## config.mk

```make
export PLATFORM = sky130hd
export DESIGN_NAME = wbarbiter_dma
export DESIGN_NICKNAME = d
export VERILOG_FILES = /design/src/rtl/wbarbiter_dma.sv
export SDC_FILE = /design/constraint.sdc
export NUM_CORES = 1
export LEC_CHECK = 0
export CORE_AREA = 3 3 105 107
export CTS_CLUSTER_SIZE = 16
export DETAILED_ROUTE_END_ITERATION = 7
export DIE_AREA = 0 0 108 110
export GPL_TIMING_DRIVEN = 1
export PLACE_DENSITY = 0.83
export SLEW_MARGIN = 20
export SYNTH_ARGS = -nofsm -noshare
export SYNTH_HDL_FRONTEND = slang
export SYNTH_SLANG_ARGS = --single-unit
```

## constraint.sdc

```tcl
create_clock -name i_clk -period 5.5 [get_ports i_clk]
set_input_delay 1.1 -clock i_clk [delete_from_list [all_inputs] [get_ports i_clk]]
set_output_delay 1.1 -clock i_clk [all_outputs]
set_load 0.03 [all_outputs]
```

## src/rtl/wbarbiter_dma.sv

```systemverilog
// wbarbiter_dma
//   Two-master pipelined Wishbone arbiter with a bus watchdog. Master A is the
//   CPU and master B is the DMA controller. Both share one downstream system
//   bus. A master keeps ownership for its whole CYC. A slave that stops
//   answering is timed out: the owner receives an error, o_bus_fault pulses,
//   and the bus is released.
//
//   Ports
//     i_clk, i_rst_n              clock, asynchronous active-low reset
//     i_a_* / o_a_*               master A controls, address/data, responses
//     i_b_* / o_b_*               master B controls, address/data, responses
//     o_rdata                     shared read data, valid with o_a_ack/o_b_ack
//     o_wb_* / i_wb_*             shared slave bus
//     o_bus_fault                 one-cycle pulse when the watchdog expires
module wbarbiter_dma #(
    parameter int AW      = 32,
    parameter int DW      = 32,
    parameter int PRIO_RR = 0,
    parameter int LGOUT   = 4,
    parameter int TIMEOUT = 1023
) (
    input  logic          i_clk,
    input  logic          i_rst_n,
    input  logic          i_a_cyc,
    input  logic          i_a_stb,
    input  logic          i_a_we,
    input  logic [AW-1:0] i_a_addr,
    input  logic [DW-1:0] i_a_data,
    output logic          o_a_ack,
    output logic          o_a_stall,
    output logic          o_a_err,
    input  logic          i_b_cyc,
    input  logic          i_b_stb,
    input  logic          i_b_we,
    input  logic [AW-1:0] i_b_addr,
    input  logic [DW-1:0] i_b_data,
    output logic          o_b_ack,
    output logic          o_b_stall,
    output logic          o_b_err,
    output logic [DW-1:0] o_rdata,
    output logic          o_wb_cyc,
    output logic          o_wb_stb,
    output logic          o_wb_we,
    output logic [AW-1:0] o_wb_addr,
    output logic [DW-1:0] o_wb_data,
    input  logic          i_wb_ack,
    input  logic          i_wb_stall,
    input  logic          i_wb_err,
    input  logic [DW-1:0] i_wb_data,
    output logic          o_bus_fault
);

    typedef enum logic [1:0] {IDLE, OWN_A, OWN_B, FAULT} state_t;

    localparam logic [LGOUT-1:0] MAX_OUT   = '1;
    localparam int               WD_LAST_I = (TIMEOUT > 0) ? TIMEOUT - 1 : 0;
    localparam logic [9:0]       WD_LAST   = 10'(WD_LAST_I);

    state_t           state, state_nx;
    logic             last_b;       // last granted master was B; also names the faulted master
    logic [LGOUT-1:0] outstanding;
    logic [9:0]       wdog;

    logic own_a, own_b, owned;
    logic own_cyc, own_stb, own_stall;
    logic any_resp, accept, resp, wd_hit, a_wins, leaving;

    assign own_a     = (state == OWN_A);
    assign own_b     = (state == OWN_B);
    assign owned     = own_a | own_b;
    assign own_cyc   = (own_a & i_a_cyc) | (own_b & i_b_cyc);
    assign own_stb   = (own_a & i_a_stb) | (own_b & i_b_stb);
    assign own_stall = i_wb_stall | (outstanding == MAX_OUT);
    assign any_resp  = i_wb_ack | i_wb_err;
    assign accept    = o_wb_stb & ~own_stall;
    // A response with nothing in flight is stray and must not underflow the count.
    assign resp      = o_wb_cyc & any_resp & (outstanding != '0);
    // Fire on the cycle that would bring the quiet-cycle count up to TIMEOUT.
    // An owner that is already dropping CYC just leaves; no fault is raised.
    assign wd_hit    = (TIMEOUT != 0) && own_cyc && (outstanding != '0) &&
                       !any_resp && (wdog == WD_LAST);
    // Fixed priority: A always wins a tie. Round-robin: the tie goes to the
    // master that did not own the bus last.
    assign a_wins    = (PRIO_RR == 0) || !i_b_cyc || last_b;
    assign leaving   = owned && (state_nx != state);

    // Next-state logic
    always_comb begin
        state_nx = state;
        case (state)
            IDLE: begin
                if (i_a_cyc && a_wins) state_nx = OWN_A;
                else if (i_b_cyc)      state_nx = OWN_B;
            end
            OWN_A: begin
                if (!i_a_cyc)    state_nx = IDLE;
                else if (wd_hit) state_nx = FAULT;
            end
            OWN_B: begin
                if (!i_b_cyc)    state_nx = IDLE;
                else if (wd_hit) state_nx = FAULT;
            end
            FAULT: begin
                if (last_b ? !i_b_cyc : !i_a_cyc) state_nx = IDLE;
            end
            default: state_nx = IDLE;
        endcase
    end

    always_ff @(posedge i_clk or negedge i_rst_n) begin
        if (!i_rst_n) begin
            state  <= IDLE;
            last_b <= 1'b0;
        end else begin
            state <= state_nx;
            if (state == IDLE && state_nx == OWN_A) last_b <= 1'b0;
            if (state == IDLE && state_nx == OWN_B) last_b <= 1'b1;
        end
    end

    // Bus mux: everything comes from the owner, all zero without one.
    assign o_wb_cyc = own_cyc;
    assign o_wb_stb = own_cyc & own_stb;

    always_comb begin
        o_wb_we   = 1'b0;
        o_wb_addr = '0;
        o_wb_data = '0;
        if (own_a) begin
            o_wb_we   = i_a_we;
            o_wb_addr = i_a_addr;
            o_wb_data = i_a_data;
        end else if (own_b) begin
            o_wb_we   = i_b_we;
            o_wb_addr = i_b_addr;
            o_wb_data = i_b_data;
        end
    end

    // A non-owner is held off by echoing its own strobe. The faulted master
    // is stalled outright until it lets go of CYC.
    assign o_a_stall = own_a ? own_stall : (((state == FAULT) && !last_b) | i_a_stb);
    assign o_b_stall = own_b ? own_stall : (((state == FAULT) &&  last_b) | i_b_stb);

    // Outstanding-request counter and watchdog
    always_ff @(posedge i_clk or negedge i_rst_n) begin
        if (!i_rst_n) begin
            outstanding <= '0;
            wdog        <= '0;
        end else begin
            if (!owned || leaving) begin
                outstanding <= '0;
            end else begin
                case ({accept, resp})
                    2'b10:   outstanding <= outstanding + LGOUT'(1);
                    2'b01:   outstanding <= outstanding - LGOUT'(1);
                    default: outstanding <= outstanding;
                endcase
            end

            if (!owned || leaving || any_resp || outstanding == '0)
                wdog <= '0;
            else
                wdog <= wdog + 10'd1;
        end
    end

    // Registered responses. Error beats ack when both arrive together.
    always_ff @(posedge i_clk or negedge i_rst_n) begin
        if (!i_rst_n) begin
            o_a_ack     <= 1'b0;
            o_a_err     <= 1'b0;
            o_b_ack     <= 1'b0;
            o_b_err     <= 1'b0;
            o_bus_fault <= 1'b0;
            o_rdata     <= '0;
        end else begin
            o_a_ack     <= resp & own_a & i_wb_ack & ~i_wb_err;
            o_b_ack     <= resp & own_b & i_wb_ack & ~i_wb_err;
            o_a_err     <= own_a & ((resp & i_wb_err) | wd_hit);
            o_b_err     <= own_b & ((resp & i_wb_err) | wd_hit);
            o_bus_fault <= wd_hit;
            if (i_wb_ack) o_rdata <= i_wb_data;
        end
    end

endmodule

```

* Word level (Yosys, flattened, before mapping)
Index checks and enable logic that the tools add are counted.
Storage, ports and cells: register bits after elaboration 54, output and inout bits 106, logic and storage cells 92
Cells by class: $add $sub $neg 3, equality and inequality tests 10, muxes and demuxes 21, bitwise logic cells 27, reduce and logical (&&, ||, !) cells 21
Operators by type and width (number):
- two-way mux 32 bit | 4
- AND 1 bit | 17
- two-way mux 2 bit | 6
- adder 10 x 1 -> 10 bit, second input constant | 1
- == test 10 bit, second input constant | 1
- two-way mux 10 bit | 1
- == test 2 bit, second input constant | 4
- logical AND 1 bit | 8
- bitwise OR 1 bit | 8
- one-hot mux 2 bit (4 select lines) | 1
- one-hot mux 4 bit (2 select lines) | 1
- two-way mux 1 bit | 7
- == test 2 x 1 -> 1 bit, second input constant | 3
- logical NOT 1 bit | 5
- adder 4 x 1 -> 4 bit, second input constant | 1
- == test 4 bit, second input constant | 1
- logical NOT 4 bit | 1
- two-way mux 4 bit | 1
- nonzero test 4 bit | 1
- subtractor 4 x 1 -> 4 bit, second input constant | 1
- logical OR 1 bit | 3
- nonzero test 3 bit | 1
- logical NOT 2 bit | 1
- != test 2 bit | 1
- 2 further kinds | 3

* Longest topological paths before layout
depth after elaboration 15, depth in mapped cells 14, depth with buffers taken out 12

* Least setup slack after synthesis
OpenSTA, ideal clock, no wires.
path kind register to output, start point register state[0], end point output o_wb_addr[10], arrival 2.121 ns, slack 2.279 ns, stages on the path, launching flop included 8, path buffers 3, cells stage by stage dfrtp_1 -> inv_1 -> ha_1 -> clkbuf_8 -> clkbuf_1 -> buf_1 -> nand2_1 -> o21ai_0
On the way: longest elaborated chain between the ends 3, elaborated cells on any way between the ends 4, those cells by class eq/ne: 2; mux: 2
Ends and longest elaborated chain:
- start: declaration | RTL line 59 | state_t state, state_nx;
- start signal: assignment | RTL line 115 | state <= state_nx;
- == test 2 bit | RTL line 69 | assign own_b = (state == OWN_B);
- two-way mux 32 bit | RTL line 133 | end else if (own_b) begin
- two-way mux 32 bit * | RTL line 129 | if (own_a) begin
- end: declaration | RTL line 44 | output logic [AW-1:0] o_wb_addr,
Every way passes the cells marked *; elsewhere a longest branch is shown, timed or not.

* Worst setup path in the final report
start point register state[0], end point output o_wb_addr[22]
The elaborated chain is that of the path after synthesis.

==> metrics.txt <==
Hold Slack=0.516 ns; Pins Over Slew Limit=0; Critical Path End Type=primary output; DR iter-0 viols=313; register area share after synthesis=0.383; Seq cells post-synth=54; endpoints failing setup=0; crit path kind=flop to primary output; crit path max-delay cell type=clkdlybuf4s50_1; clock sinks=54; fmax=228 MHz; Post-synth EDFFs=0; WP buf/inv=2; Worst Tran Pin Value=0.954 ns; Port Buffers=276; total track usage=0.244; First-pass DRT Iterations=5; first-pass GRT wire length=22,000 um; final worst-path setup slack=1.11 ns; Routed Antenna Nets=0; flop2flop setup slack=2.06 ns; Finished Cell Area=6440 sq um; Crit path max-delay family=buffers and inverters; Max H-tree Level=2; Leak=2.50 nW; Min-Delay Path Class=flop to flop; antenna violations before repair=0; Cell variety after synth=45; RR Endpoint=outstanding[3]$_DFFE_PN0P_; CP Launch Type=flop; vias per cell=4.95; cells on worst reg2reg path=12; gpl congestion=0.929; # diodes=0; worst skew pair latency=0.30 ns; Cells after Synth=416; RSZ-0062 raised after global routing=false; proportion of layout cells with a drive suffix above 1=0.0951; vias in the first global route=3,872; area delta synth->final=82.4%; DRC=0; CP max FO=29; Die H=110 um; Nets=854; Max-Cap Viols=0; WHS Endpoint=o_rdata[10]$_DFFE_PN0P_; Final Skew=0.00518 ns; Peak supply drop=0.356 mV; Setup TNS Final=0 ns; Clock Path Buffers=2; post-CTS setup buffers=0; core box area=10,200 sq um; Total Wirelength=15,400 um; crit path cell chain=inv_1 -> ha_2 -> nand2_1 -> o21ai_0 -> clkdlybuf4s50_1; Cell Rows=37; Fillers=881; Starting Density=0.345; global route overflow=0; YS warnings=0; fin crit share=0.799; CTS tree=yes; Root Driver=clkbuf_8; largest net degree at the start of global routing=91; worst r2r src=state[1]$_DFF_PN0_; dpl hpwl=12,300 um; storage element area=1350 sq um; DR WL/cell=19.0 um; prevailing post-synth register cell=dfrtp_1; Num CTS Buffers=5; area taken by multi-input logic gates=2010 sq um; endpoints failing hold=0; via count=4,007; slowest cell delay on critical path=0.83 ns; required time of the critical path=4.40 ns; post-CTS sizing=0; DIE AREA=11,900 sq um; Tmin final=4.39 ns; Hold Buf Count CTS=0; normalized max-slew margin=0.357; Pwr Density=395 nW/um^2; Syn Area/Cell=8.48 sq um; CTS clk-pin slew, worst paths=0.10 ns; Hold Path Origin=o_rdata[10]$_DFFE_PN0P_; Post-synth ARST share=1.00; status=complete, no violations; Synth Cell Area=3530 sq um; hold path cells=1; DP Area=6350 sq um; Worst Setup SP=state[0]$_DFF_PN0_; I/O pins=277; Arr. time, crit path=3.29 ns; chip width=108 um; Setup Slack @ Placement=1.32 ns; Post-Syn Nets=597
[state kept, by name, indices dropped and copies added (netlist names)]
signal and count:
last_b 1, o_a_ack 1, o_a_err 1, o_b_ack 1
o_b_err 1, o_bus_fault 1, o_rdata 32, outstanding 4
state 2, wdog 10
[synthesized netlist by cell type, types with 5 or more instances]
cell	instances	area (sq um)
xor2_1	6	52.6
inv_1	6	22.5
mux2_2	32	360
clkbuf_1	25	93.8
a21oi_1	8	40.0
o21ai_0	69	345
dfrtp_1	54	1350
nand2_1	133	499
ha_1	9	113
xnor2_1	5	43.8
nor4b_2	5	75.1
[worst max-delay path by stage]
| stage | to | slack [ns] | depth (start not counted) |
|---|---|---|---|
| 3_5_place_dp | o_wb_addr[22] | 1.32 | 4 |
| 4_1_cts | o_wb_addr[25] | 1.21 | 6 |
| 5_1_grt | o_wb_addr[25] | 1.03 | 6 |
| 3_3_place_gp | o_wb_addr[22] | 1.32 | 4 |
| 6_report | o_wb_addr[22] | 1.11 | 5 |
| 2_1_floorplan | o_wb_addr[10] | 2.28 | 7 |
[report_power, final]
part / internal [mW] / switching [mW] / total, mW
Clock: 0.0884 / 0.132 / 0.220
Sequential: 0.431 / 0.0378 / 0.469
Combinational: 0.718 / 1.14 / 1.86
[through the flow]
step / total power [mW] / utilization / instances
2_1_floorplan: 1.53 / - / 416
3_3_place_gp: 2.31 / 0.621 / 802
3_5_place_dp: 2.33 / 0.621 / 802
4_1_cts: 2.56 / 0.629 / 809
5_1_grt: 2.68 / 0.629 / 809
6_report: 2.55 / 0.629 / 809
[layout make-up]
class	count	area share
inverters	6	0.00350
clock inverters	2	0.00214
repair buffers	282	0.435
well taps	136	0.0264
multi-input cells	324	0.312
flip-flops and latches	54	0.210
clock buffers	5	0.0107
[layer usage]
| layer | part of all wire | global-route usage | vias to the layer above |
|---|---|---|---|
| met5 | 0 | 0 | - |
| met1 | 0.40 | 0.300 | 1891 |
| met4 | 0.030 | 0.0775 | 0 |
| li1 | - | - | 1926 |
| met2 | 0.49 | 0.415 | 166 |
| met3 | 0.083 | 0.0699 | 24 |
[cells in the final DEF (no fill, tap or decap), drive strengths merged]
cell type / n
clkdlybuf4s50: 275
o21bai: 1
and3: 3
a21boi: 1
and4: 1
nand3: 3
nor4: 1
a21o: 1
nor2b: 2
nor4b: 10
clkinv: 1
a21oi: 8
nand4: 1
a22oi: 2
inv: 7
fa: 1
a41oi: 1
a211oi: 3
xnor2: 5
nand2: 133
a221o: 2
dfrtp: 54
nor2: 5
xor2: 6
or3: 1
o21ai: 69
ha: 9
o21a: 1
buf: 7
nor3: 4
mux2: 32
a22o: 4
nor3b: 4
and3b: 1
o211a: 1
mux2i: 1
clkbuf: 5
nand2b: 2
and4b: 2
and2: 3
[worst register-to-register path, cell delays in order, from the launching register on]
cell and delay, ns:
dfrtp_1 0.50, inv_1 0.18, ha_4 0.68, a22oi_2 0.24, nor2_2 0.25, o21a_1 0.17
ha_1 0.27, ha_1 0.31, a21oi_1 0.17, a21boi_0 0.10, nor3_1 0.21, xnor2_1 0.09
nor3b_1 0.18
[logic make-up (layout without fill, tap and decap cells)]
| family | Yosys count | after routing | synth area share |
|---|---|---|---|
| fa+ha+maj | 10 | 10 | 0.0376 |
| compound gates | 94 | 94 | 0.152 |
| simple gates | 176 | 176 | 0.243 |
| mux | 33 | 33 | 0.105 |
| buf+inv | 38 | 295 | 0.0525 |
| xor+xnor | 11 | 11 | 0.0273 |
| flops | 54 | 54 | 0.383 |
No activity file was read; power rests on OpenSTA's default activity.
